===== src/rtl/fp_add_pkg.sv =====
// Shared types for the FP adder exponent path: compare verdicts, comparator FSM states,
// and the decode of a cascade seed into a verdict.
package fp_add_pkg;
  localparam int EXP_W = 8;

  typedef enum logic [1:0] {CMP_LT, CMP_EQ, CMP_GT} cmp_e;
  typedef enum logic [1:0] {IDLE, SHIFT, DONE} state_e;

  // "less" wins over "greater", so a malformed seed still yields a single verdict
  function automatic cmp_e seed_decode(input logic l, input logic g);
    if (l)      return CMP_LT;
    else if (g) return CMP_GT;
    else        return CMP_EQ;
  endfunction
endpackage


===== src/rtl/serial_magnitude_comparator_if.sv =====
// Operand/seed request and verdict response handshakes of the serial magnitude comparator.
interface serial_magnitude_comparator_if #(
  parameter int WIDTH = fp_add_pkg::EXP_W
);
  localparam int BW = $clog2(WIDTH + 1);

  logic             in_valid;
  logic             in_ready;
  logic [WIDTH-1:0] a;
  logic [WIDTH-1:0] b;
  logic             l_in;
  logic             e_in;
  logic             g_in;
  logic             out_valid;
  logic             out_ready;
  logic             l_out;
  logic             e_out;
  logic             g_out;
  logic [BW-1:0]    bits_used;

  modport slave (
    input  in_valid, a, b, l_in, e_in, g_in, out_ready,
    output in_ready, out_valid, l_out, e_out, g_out, bits_used
  );

  modport master (
    output in_valid, a, b, l_in, e_in, g_in, out_ready,
    input  in_ready, out_valid, l_out, e_out, g_out, bits_used
  );
endinterface


===== src/rtl/serial_magnitude_comparator_cell.sv =====
// One-bit cascadable magnitude compare cell: a decided less/greater from above passes
// through, otherwise the local bit pair decides.
module comparator_1bit (
  input  logic i_a,
  input  logic i_b,
  input  logic i_l,
  input  logic i_e,
  input  logic i_g,
  output logic o_l,
  output logic o_e,
  output logic o_g
);
  assign o_l = i_l | (i_e & ~i_a & i_b);
  assign o_g = ~i_l & (i_g | (i_e & i_a & ~i_b));
  assign o_e = ~i_l & ~i_g & i_e & ~(i_a ^ i_b);
endmodule


===== src/rtl/serial_magnitude_comparator.sv =====
// Bit-serial MSB-first magnitude comparator: one bit per cycle through a single compare
// cell, stopping at the first differing bit; a decided seed skips the scan entirely.
module serial_magnitude_comparator
  import fp_add_pkg::*;
#(
  parameter int WIDTH = EXP_W
) (
  input  logic                          clk,
  input  logic                          rst,
  serial_magnitude_comparator_if.slave  bus
);
  localparam int IW = $clog2(WIDTH);
  localparam int BW = $clog2(WIDTH + 1);

  state_e           r_state, w_state_nxt;
  logic [WIDTH-1:0] r_a, r_b, w_a_nxt, w_b_nxt;
  logic [IW-1:0]    r_idx, w_idx_nxt;
  logic [BW-1:0]    r_bits, w_bits_nxt;
  cmp_e             r_cmp, w_cmp_nxt;
  cmp_e             w_seed;
  logic             w_l, w_e, w_g;
  logic             w_done;

  // Cascade state feeds the cell; during a scan it is EQ until the first mismatch
  comparator_1bit u_cell (
    .i_a (r_a[r_idx]),
    .i_b (r_b[r_idx]),
    .i_l (r_cmp == CMP_LT),
    .i_e (r_cmp == CMP_EQ),
    .i_g (r_cmp == CMP_GT),
    .o_l (w_l),
    .o_e (w_e),
    .o_g (w_g)
  );

  assign w_seed = seed_decode(bus.l_in, bus.g_in);

  always_comb begin
    w_state_nxt = r_state;
    w_a_nxt     = r_a;
    w_b_nxt     = r_b;
    w_idx_nxt   = r_idx;
    w_bits_nxt  = r_bits;
    w_cmp_nxt   = r_cmp;
    case (r_state)
      IDLE: if (bus.in_valid) begin
        w_a_nxt     = bus.a;
        w_b_nxt     = bus.b;
        w_idx_nxt   = IW'(WIDTH - 1);
        w_bits_nxt  = '0;
        w_cmp_nxt   = w_seed;
        w_state_nxt = (w_seed == CMP_EQ) ? SHIFT : DONE;
      end
      SHIFT: begin
        w_bits_nxt = r_bits + BW'(1);
        w_cmp_nxt  = w_l ? CMP_LT : (w_g ? CMP_GT : CMP_EQ);
        // idx never decrements past zero: the last bit always terminates the scan
        if (!w_e || r_idx == '0) w_state_nxt = DONE;
        else                     w_idx_nxt   = r_idx - IW'(1);
      end
      DONE: if (bus.out_ready) w_state_nxt = IDLE;
      default: w_state_nxt = IDLE;
    endcase
  end

  always_ff @(posedge clk or posedge rst) begin
    if (rst) begin
      r_state <= IDLE;
      r_a     <= '0;
      r_b     <= '0;
      r_idx   <= '0;
      r_bits  <= '0;
      r_cmp   <= CMP_EQ;
    end else begin
      r_state <= w_state_nxt;
      r_a     <= w_a_nxt;
      r_b     <= w_b_nxt;
      r_idx   <= w_idx_nxt;
      r_bits  <= w_bits_nxt;
      r_cmp   <= w_cmp_nxt;
    end
  end

  assign w_done        = (r_state == DONE);
  assign bus.in_ready  = (r_state == IDLE) && !rst;
  assign bus.out_valid = w_done;
  assign bus.l_out     = w_done && (r_cmp == CMP_LT);
  assign bus.e_out     = w_done && (r_cmp == CMP_EQ);
  assign bus.g_out     = w_done && (r_cmp == CMP_GT);
  assign bus.bits_used = r_bits;
endmodule


===== src/flat_wrapper.sv =====
// flat-port wrapper written by rule: the top's interface ports become plain ports
module serial_magnitude_comparator_flat import fp_add_pkg::*;
#(
  parameter int WIDTH = EXP_W
)
  (clk, rst, bus_in_valid, bus_a, bus_b, bus_l_in, bus_e_in, bus_g_in, bus_out_ready, bus_in_ready, bus_out_valid, bus_l_out, bus_e_out, bus_g_out, bus_bits_used);
  serial_magnitude_comparator_if #(.WIDTH(WIDTH)) bus_i ();
  input  logic clk;
  input  logic rst;
  input wire logic [$bits(bus_i.in_valid)-1:0] bus_in_valid;
  input wire logic [$bits(bus_i.a)-1:0] bus_a;
  input wire logic [$bits(bus_i.b)-1:0] bus_b;
  input wire logic [$bits(bus_i.l_in)-1:0] bus_l_in;
  input wire logic [$bits(bus_i.e_in)-1:0] bus_e_in;
  input wire logic [$bits(bus_i.g_in)-1:0] bus_g_in;
  input wire logic [$bits(bus_i.out_ready)-1:0] bus_out_ready;
  output wire logic [$bits(bus_i.in_ready)-1:0] bus_in_ready;
  output wire logic [$bits(bus_i.out_valid)-1:0] bus_out_valid;
  output wire logic [$bits(bus_i.l_out)-1:0] bus_l_out;
  output wire logic [$bits(bus_i.e_out)-1:0] bus_e_out;
  output wire logic [$bits(bus_i.g_out)-1:0] bus_g_out;
  output wire logic [$bits(bus_i.bits_used)-1:0] bus_bits_used;
  assign bus_i.in_valid = bus_in_valid;
  assign bus_i.a = bus_a;
  assign bus_i.b = bus_b;
  assign bus_i.l_in = bus_l_in;
  assign bus_i.e_in = bus_e_in;
  assign bus_i.g_in = bus_g_in;
  assign bus_i.out_ready = bus_out_ready;
  assign bus_in_ready = bus_i.in_ready;
  assign bus_out_valid = bus_i.out_valid;
  assign bus_l_out = bus_i.l_out;
  assign bus_e_out = bus_i.e_out;
  assign bus_g_out = bus_i.g_out;
  assign bus_bits_used = bus_i.bits_used;
  serial_magnitude_comparator #(.WIDTH(WIDTH)) u_core (.clk(clk), .rst(rst), .bus(bus_i));
endmodule

===== config.mk =====
export PLATFORM = sky130hd
export DESIGN_NAME = serial_magnitude_comparator_flat
export DESIGN_NICKNAME = d
export VERILOG_FILES = /design/src/rtl/fp_add_pkg.sv /design/src/rtl/serial_magnitude_comparator_if.sv /design/src/rtl/serial_magnitude_comparator_cell.sv /design/src/rtl/serial_magnitude_comparator.sv /design/src/flat_wrapper.sv
export SDC_FILE = /design/constraint.sdc
export NUM_CORES = 1
export LEC_CHECK = 0
export ABC_AREA = 1
export CORE_MARGIN = 2
export CORE_UTILIZATION = 54
export DETAILED_ROUTE_END_ITERATION = 10
export GPL_ROUTABILITY_DRIVEN = 1
export PLACE_DENSITY = 0.84
export SKIP_LAST_GASP = 1
export SLEW_MARGIN = 20
export SYNTH_ARGS = -nofsm -noshare
export SYNTH_HDL_FRONTEND = slang
export SYNTH_HIERARCHICAL = 1
export SYNTH_SLANG_ARGS = --single-unit
export TNS_END_PERCENT = 50

===== constraint.sdc =====
create_clock -name clk -period 5.15 [get_ports clk]
set_clock_uncertainty 0.1 [all_clocks]
set_input_delay 1.545 -clock clk [delete_from_list [all_inputs] [get_ports clk]]
set_output_delay 1.545 -clock clk [all_outputs]
set_load 0.02 [all_outputs]

* Word level (Yosys, flattened, before mapping)
Index checks and enable logic that the tools add are counted.
** Storage, ports and cells
- Latch bits :: 0
- Bits in writable memories :: 0
- Memories kept :: 0
- Register bits :: 27
- Output and inout port bits :: 9
- Memory bits (read-only) :: 0
** Operators by class
- Reductions and logical operators :: 15
- Equal/unequal tests :: 9
- Shift operators :: 0
- Magnitude comparators :: 1
- Add/sub/neg operators :: 2
- Multiply operators :: 0
- Div/mod/pow operators :: 0
- Muxes and demuxes :: 20
- Bitwise logic cells :: 16
** Operator list (number)
- two-way mux 2 bit :: 9
- bitwise AND 1 bit :: 8
- one-hot mux 4 bit (2 select lines) :: 1
- binary-select mux 1 bit (select 3 bit) :: 2
- equality test 2 x 1 -> 1 bit (second input constant) :: 3
- two-way mux 3 bit :: 2
- inequality test 2 bit (second input constant) :: 3
- one-hot mux 2 bit (3 select lines) :: 1
- one-hot mux 3 bit (2 select lines) :: 1
- AND reduction 3 bit :: 2
- NOT 1 bit :: 5
- adder 4 x 1 -> 4 bit (second input constant) :: 1
- equality test 2 bit (second input constant) :: 2
- logical AND 1 bit :: 4
- zero test 2 bit :: 2
- less-than comparator 3 x 4 -> 1 bit (second input constant) :: 1
- two-way mux 4 bit :: 1
- one-hot mux 2 bit (2 select lines) :: 1
- AND reduction 2 bit :: 2
- zero test 3 bit :: 1
- subtractor 3 x 1 -> 3 bit (second input constant) :: 1
- zero test 1 bit :: 2
- two-way mux 1 bit :: 2
- inequality test 2 x 1 -> 1 bit (second input constant) :: 1
- 4 further kinds :: 5

* Depth between registers and ports, before layout
- Depth after elaboration :: 9
- Depth in mapped cells :: 15

* By module
Netlist, hierarchy kept.
** Modules (own cells, without submodules)
- serial_magnitude_comparator :: times used 1, cells an instance 199, area an instance 1476.4 sq um, sequential area each 676.9 sq um
- comparator_1bit :: times used 1, cells an instance 16, area an instance 63.8 sq um, sequential area each 0.0 sq um

* Least setup slack after synthesis
Ideal clock, no wire load.
- Path type :: input to output
- Start :: in rst
- End :: out bus_in_ready
- Cell stages on the path :: 1
- Data required time :: 3.505 ns
- Path slack :: 1.505 ns
- Data arrival time :: 2.000 ns
- Cell sequence :: nor3_1
** On the way
- Longest elaborated chain between the ends :: 2
** Ends and longest elaborated chain
- start: declaration :: line flat_wrapper.sv:9 : input logic rst;
- zero test 1 bit (no source line)
- logical AND 1 bit :: line serial_magnitude_comparator.sv:85 : assign bus.in_ready = (r_state == IDLE) && !rst;
- end: declaration :: line flat_wrapper.sv:17 : output wire logic [$bits(bus_i.in_ready)-1:0] bus_in_ready;
No other way between the ends.

* Final worst setup path
Ends and elaborated chain as after synthesis.

==> results.json <==
{
  "cts_buffers": 3,
  "ys.warnings.count": 6,
  "grtUsageTotal_pct": 18.9,
  "worstHoldPathCells": 2,
  "die_h_um": 57.4,
  "post-route-period-util_pct": 84.8,
  "p_total_uw": 964,
  "met3_usage_pct": 2.27,
  "cp_num_buf_inv": 2,
  "synth_nets": 241,
  "yosys-top-cells-area": "dfrtp_1 42%, nand2_1 20%, inv_1 8.0%",
  "dominantRegCellSynth": "dfrtp_1",
  "static-leakage-power_uw": 0.000963,
  "root_buffer": "clkbuf_4",
  "r2r_end": "u_core/r_state[1]",
  "worstPathCellList": "clkdlybuf4s50_1 -> nor3_1 -> clkdlybuf4s50_1",
  "start_util_pct": 56.3,
  "cp.arrival_ns": 2.72,
  "grt_pass1_vias": 1207,
  "path_delay_family": "buffers and inverters",
  "hold_end": "u_core/r_cmp[0]",
  "p_clk_share_pct": 9.4,
  "worstSetupStartpointType": "input pin",
  "cts_tree": "built",
  "rows": 19,
  "synth_top_area_share_pct": 42.2,
  "synth-seq-area-share_pct": 43.9,
  "coreArea_um2": 2730,
  "die-area_um2": 3300,
  "synth.avg_cell_area_um2": 7.16,
  "net-switching-power_uw": 435,
  "power.share.combinational_pct": 51.9,
  "grt_max_degree": 33,
  "nFillCells": 239,
  "grt_overflow_total": 0,
  "slew_headroom_pct": 36.1,
  "ant_nets": 0,
  "postCtsSetupBuffers": 0,
  "cellInternalPower_uw": 529,
  "crit_type": "input pin to output port",
  "wl_per_cell_um": 10.2,
  "cts_hold_buf": 0,
  "clk_path_buf_depth": 2,
  "critPathCaptureType": "output port",
  "synth_edf_count": 0,
  "pwr-share-seq_pct": 38.7,
  "regToRegSetupSlack_ns": 2.96,
  "vias_per_cell": 4.88,
  "finalHoldViolCount": 0,
  "cap_viol_max_count": 0,
  "cts.reportedPaths.clkPinSlew_ns": 0.14,
  "ff2ff_path_depth": 13,
  "cp_common_cell": "clkdlybuf4s50_1",
  "portBuffers": 30,
  "ys_async_sr_fraction_pct": 100,
  "ctsResizeCount": 0,
  "hold_class": "flip-flop to flip-flop",
  "cp.required_ns": 3.51,
  "crit_slowest_cell": "clkdlybuf4s50_1",
  "crit_path_start": "rst",
  "drcViolationCount": 0,
  "fin_nets": 272,
  "antenna_cells": 0,
  "fmax_mhz": 229,
  "multi_input_area_um2": 689,
  "worst_pin_slew_ns": 0.953,
  "synth-seq-cells": 27,
  "yosys.area.top_type": "dfrtp_1",
  "tns_ns": 0,
  "drive_gt1_share_pct": 5.71,
  "placed_area_um2": 1840,
  "seq_area_um2": 677,
  "period_needed_ns": 4.37,
  "switching_share_pct": 45.1,
  "hpwl_um": 2070,
  "ir_drop_mv": 0.349,
  "syn-instance-count": 215,
  "layout_setup_ws_ns": 0.783,
  "synth_cell_type_count": 23,
  "rsz0062_at_grt": "false",
  "min_from": "u_core/r_cmp[0]",
  "setup_violations": 0,
  "die_w_um": 57.4,
  "r2r_start": "u_core/r_idx[0]",
  "drt_iter0_markers": 33,
  "pre_cts_ws_ns": 0.774,
  "busiest_layer": "met2",
  "drt-pass1-iter-count": 6,
  "grt_pass1_wl_um": 4930,
  "slew_viol_final": 0,
  "io-pin-count": 32,
  "areaGrowthSynthToFinish_pct": 21.5,
  "grt_antenna_before_repair": 0,
  "use_met1_pct": 25.3,
  "crit_fanout": 2,
  "vias": 1348,
  "htree_num_levels": 1,
  "cts.sinks": 27,
  "fin_area_um2": 1870,
  "wirelength_um": 2810,
  "syn_area_um2": 1540,
  "gp_congestion": 0.787,
  "clkLatencyLatePin_ns": 0.32,
  "status": "finished clean",
  "power_density_nw_per_um2": 515,
  "slowest_delay_ns": 0.62,
  "use_met2_pct": 31.2
}
[synth_stat cells, types with 3 or more instances]
cell type,number
nand3_1,17
nor3_1,4
ha_1,3
nand2_1,82
o21ai_1,16
inv_1,33
o21ai_0,4
dfrtp_1,26
inv_2,3
nor2_1,11
[worst max-delay path by stage]
stage / endpoint / slack [ns] / depth (start not counted)
final: bus_in_ready / 0.78 / 3
after global routing: bus_in_ready / 0.68 / 3
after CTS: bus_in_ready / 0.77 / 3
after detailed placement: bus_in_ready / 0.77 / 3
after global placement: bus_in_ready / 0.79 / 3
after floorplan: bus_in_ready / 1.50 / 1
[sequential cells by signal (all words and copies together), names as in the netlist]
| name | flops |
|---|---|
| u_core/r_cmp | 2 |
| u_core/r_idx | 3 |
| u_core/r_a | 8 |
| u_core/bus.bits_used | 4 |
| u_core/r_state | 2 |
| u_core/r_b | 8 |
[per-stage QoR]
step | hold WS, ns | utilization (%) | cells
6_report | 0.411 | 68.5 | 276
5_1_grt | 0.456 | 68.5 | 276
4_1_cts | 0.412 | 68.5 | 276
3_5_place_dp | 0.393 | 67.5 | 272
3_3_place_gp | 0.388 | 67.5 | 272
2_1_floorplan | 0.375 | - | 215
[layout by cell type (no fill, tap or decap)]
cell type and instances:
or2_2 1, nor2_4 2, nor3_1 4, xnor2_1 1, clkinv_1 2, clkbuf_4 3
nand3b_1 1, ha_1 3, o21bai_1 1, nand3_4 1, nand3_1 17, o21ai_1 16
clkdlybuf4s50_1 30, clkinv_2 1, inv_1 32, nor2_1 11, dfstp_2 1, dfrtp_1 26
inv_2 3, o21ai_0 4, a21oi_1 1, nand2_4 2, nand2_1 82
[power groups by stage]
stage          combinational (µW)  clock, µW  sequential [µW]
2_1_floorplan                 394          0              362
3_3_place_gp                  487          0              374
3_5_place_dp                  498          0              379
4_1_cts                       502       93.7              374
5_1_grt                       575        101              388
6_report                      501       90.4              373
[area by class of cell]
type / count / area share (%)
clock inverters: 1 / 0.267
clock buffers: 3 / 1.20
multi-input cells: 147 / 36.8
flip-flops and latches: 27 / 36.2
repair buffers: 30 / 16.0
well taps: 31 / 2.07
inverters: 37 / 7.42
[worst reg2reg max path: stages, from the launching register on]
cell and delay (ns):
dfrtp_1 0.57, clkinv_1 0.33, nand2_1 0.14, nand3_1 0.07
nand2_1 0.08, nand2_1 0.05, nand2_1 0.08, inv_1 0.05
nand2_1 0.07, nand2_1 0.05, nor2_1 0.18, nand3_4 0.14
nand3_1 0.12, nand2_1 0.05
[layer usage]
| layer | vias to the layer above | share of wire, % |
|---|---|---|
| met4 | 0 | 0.96 |
| li1 | 717 | - |
| met3 | 2 | 3.5 |
| met5 | - | 0 |
| met2 | 31 | 47 |
| met1 | 598 | 49 |
[cell families after synthesis]
family | count (synthesis) | share of synthesized area, %
AO/OA/AOI/OAI | 22 | 7.31
XOR/XNOR | 1 | 0.569
adder cells (fa/ha/maj) | 3 | 2.44
buffers and inverters | 41 | 11.3
flip-flops | 27 | 43.9
AND/OR/NAND/NOR | 121 | 34.4
Power figures use the tool's default switching activity.
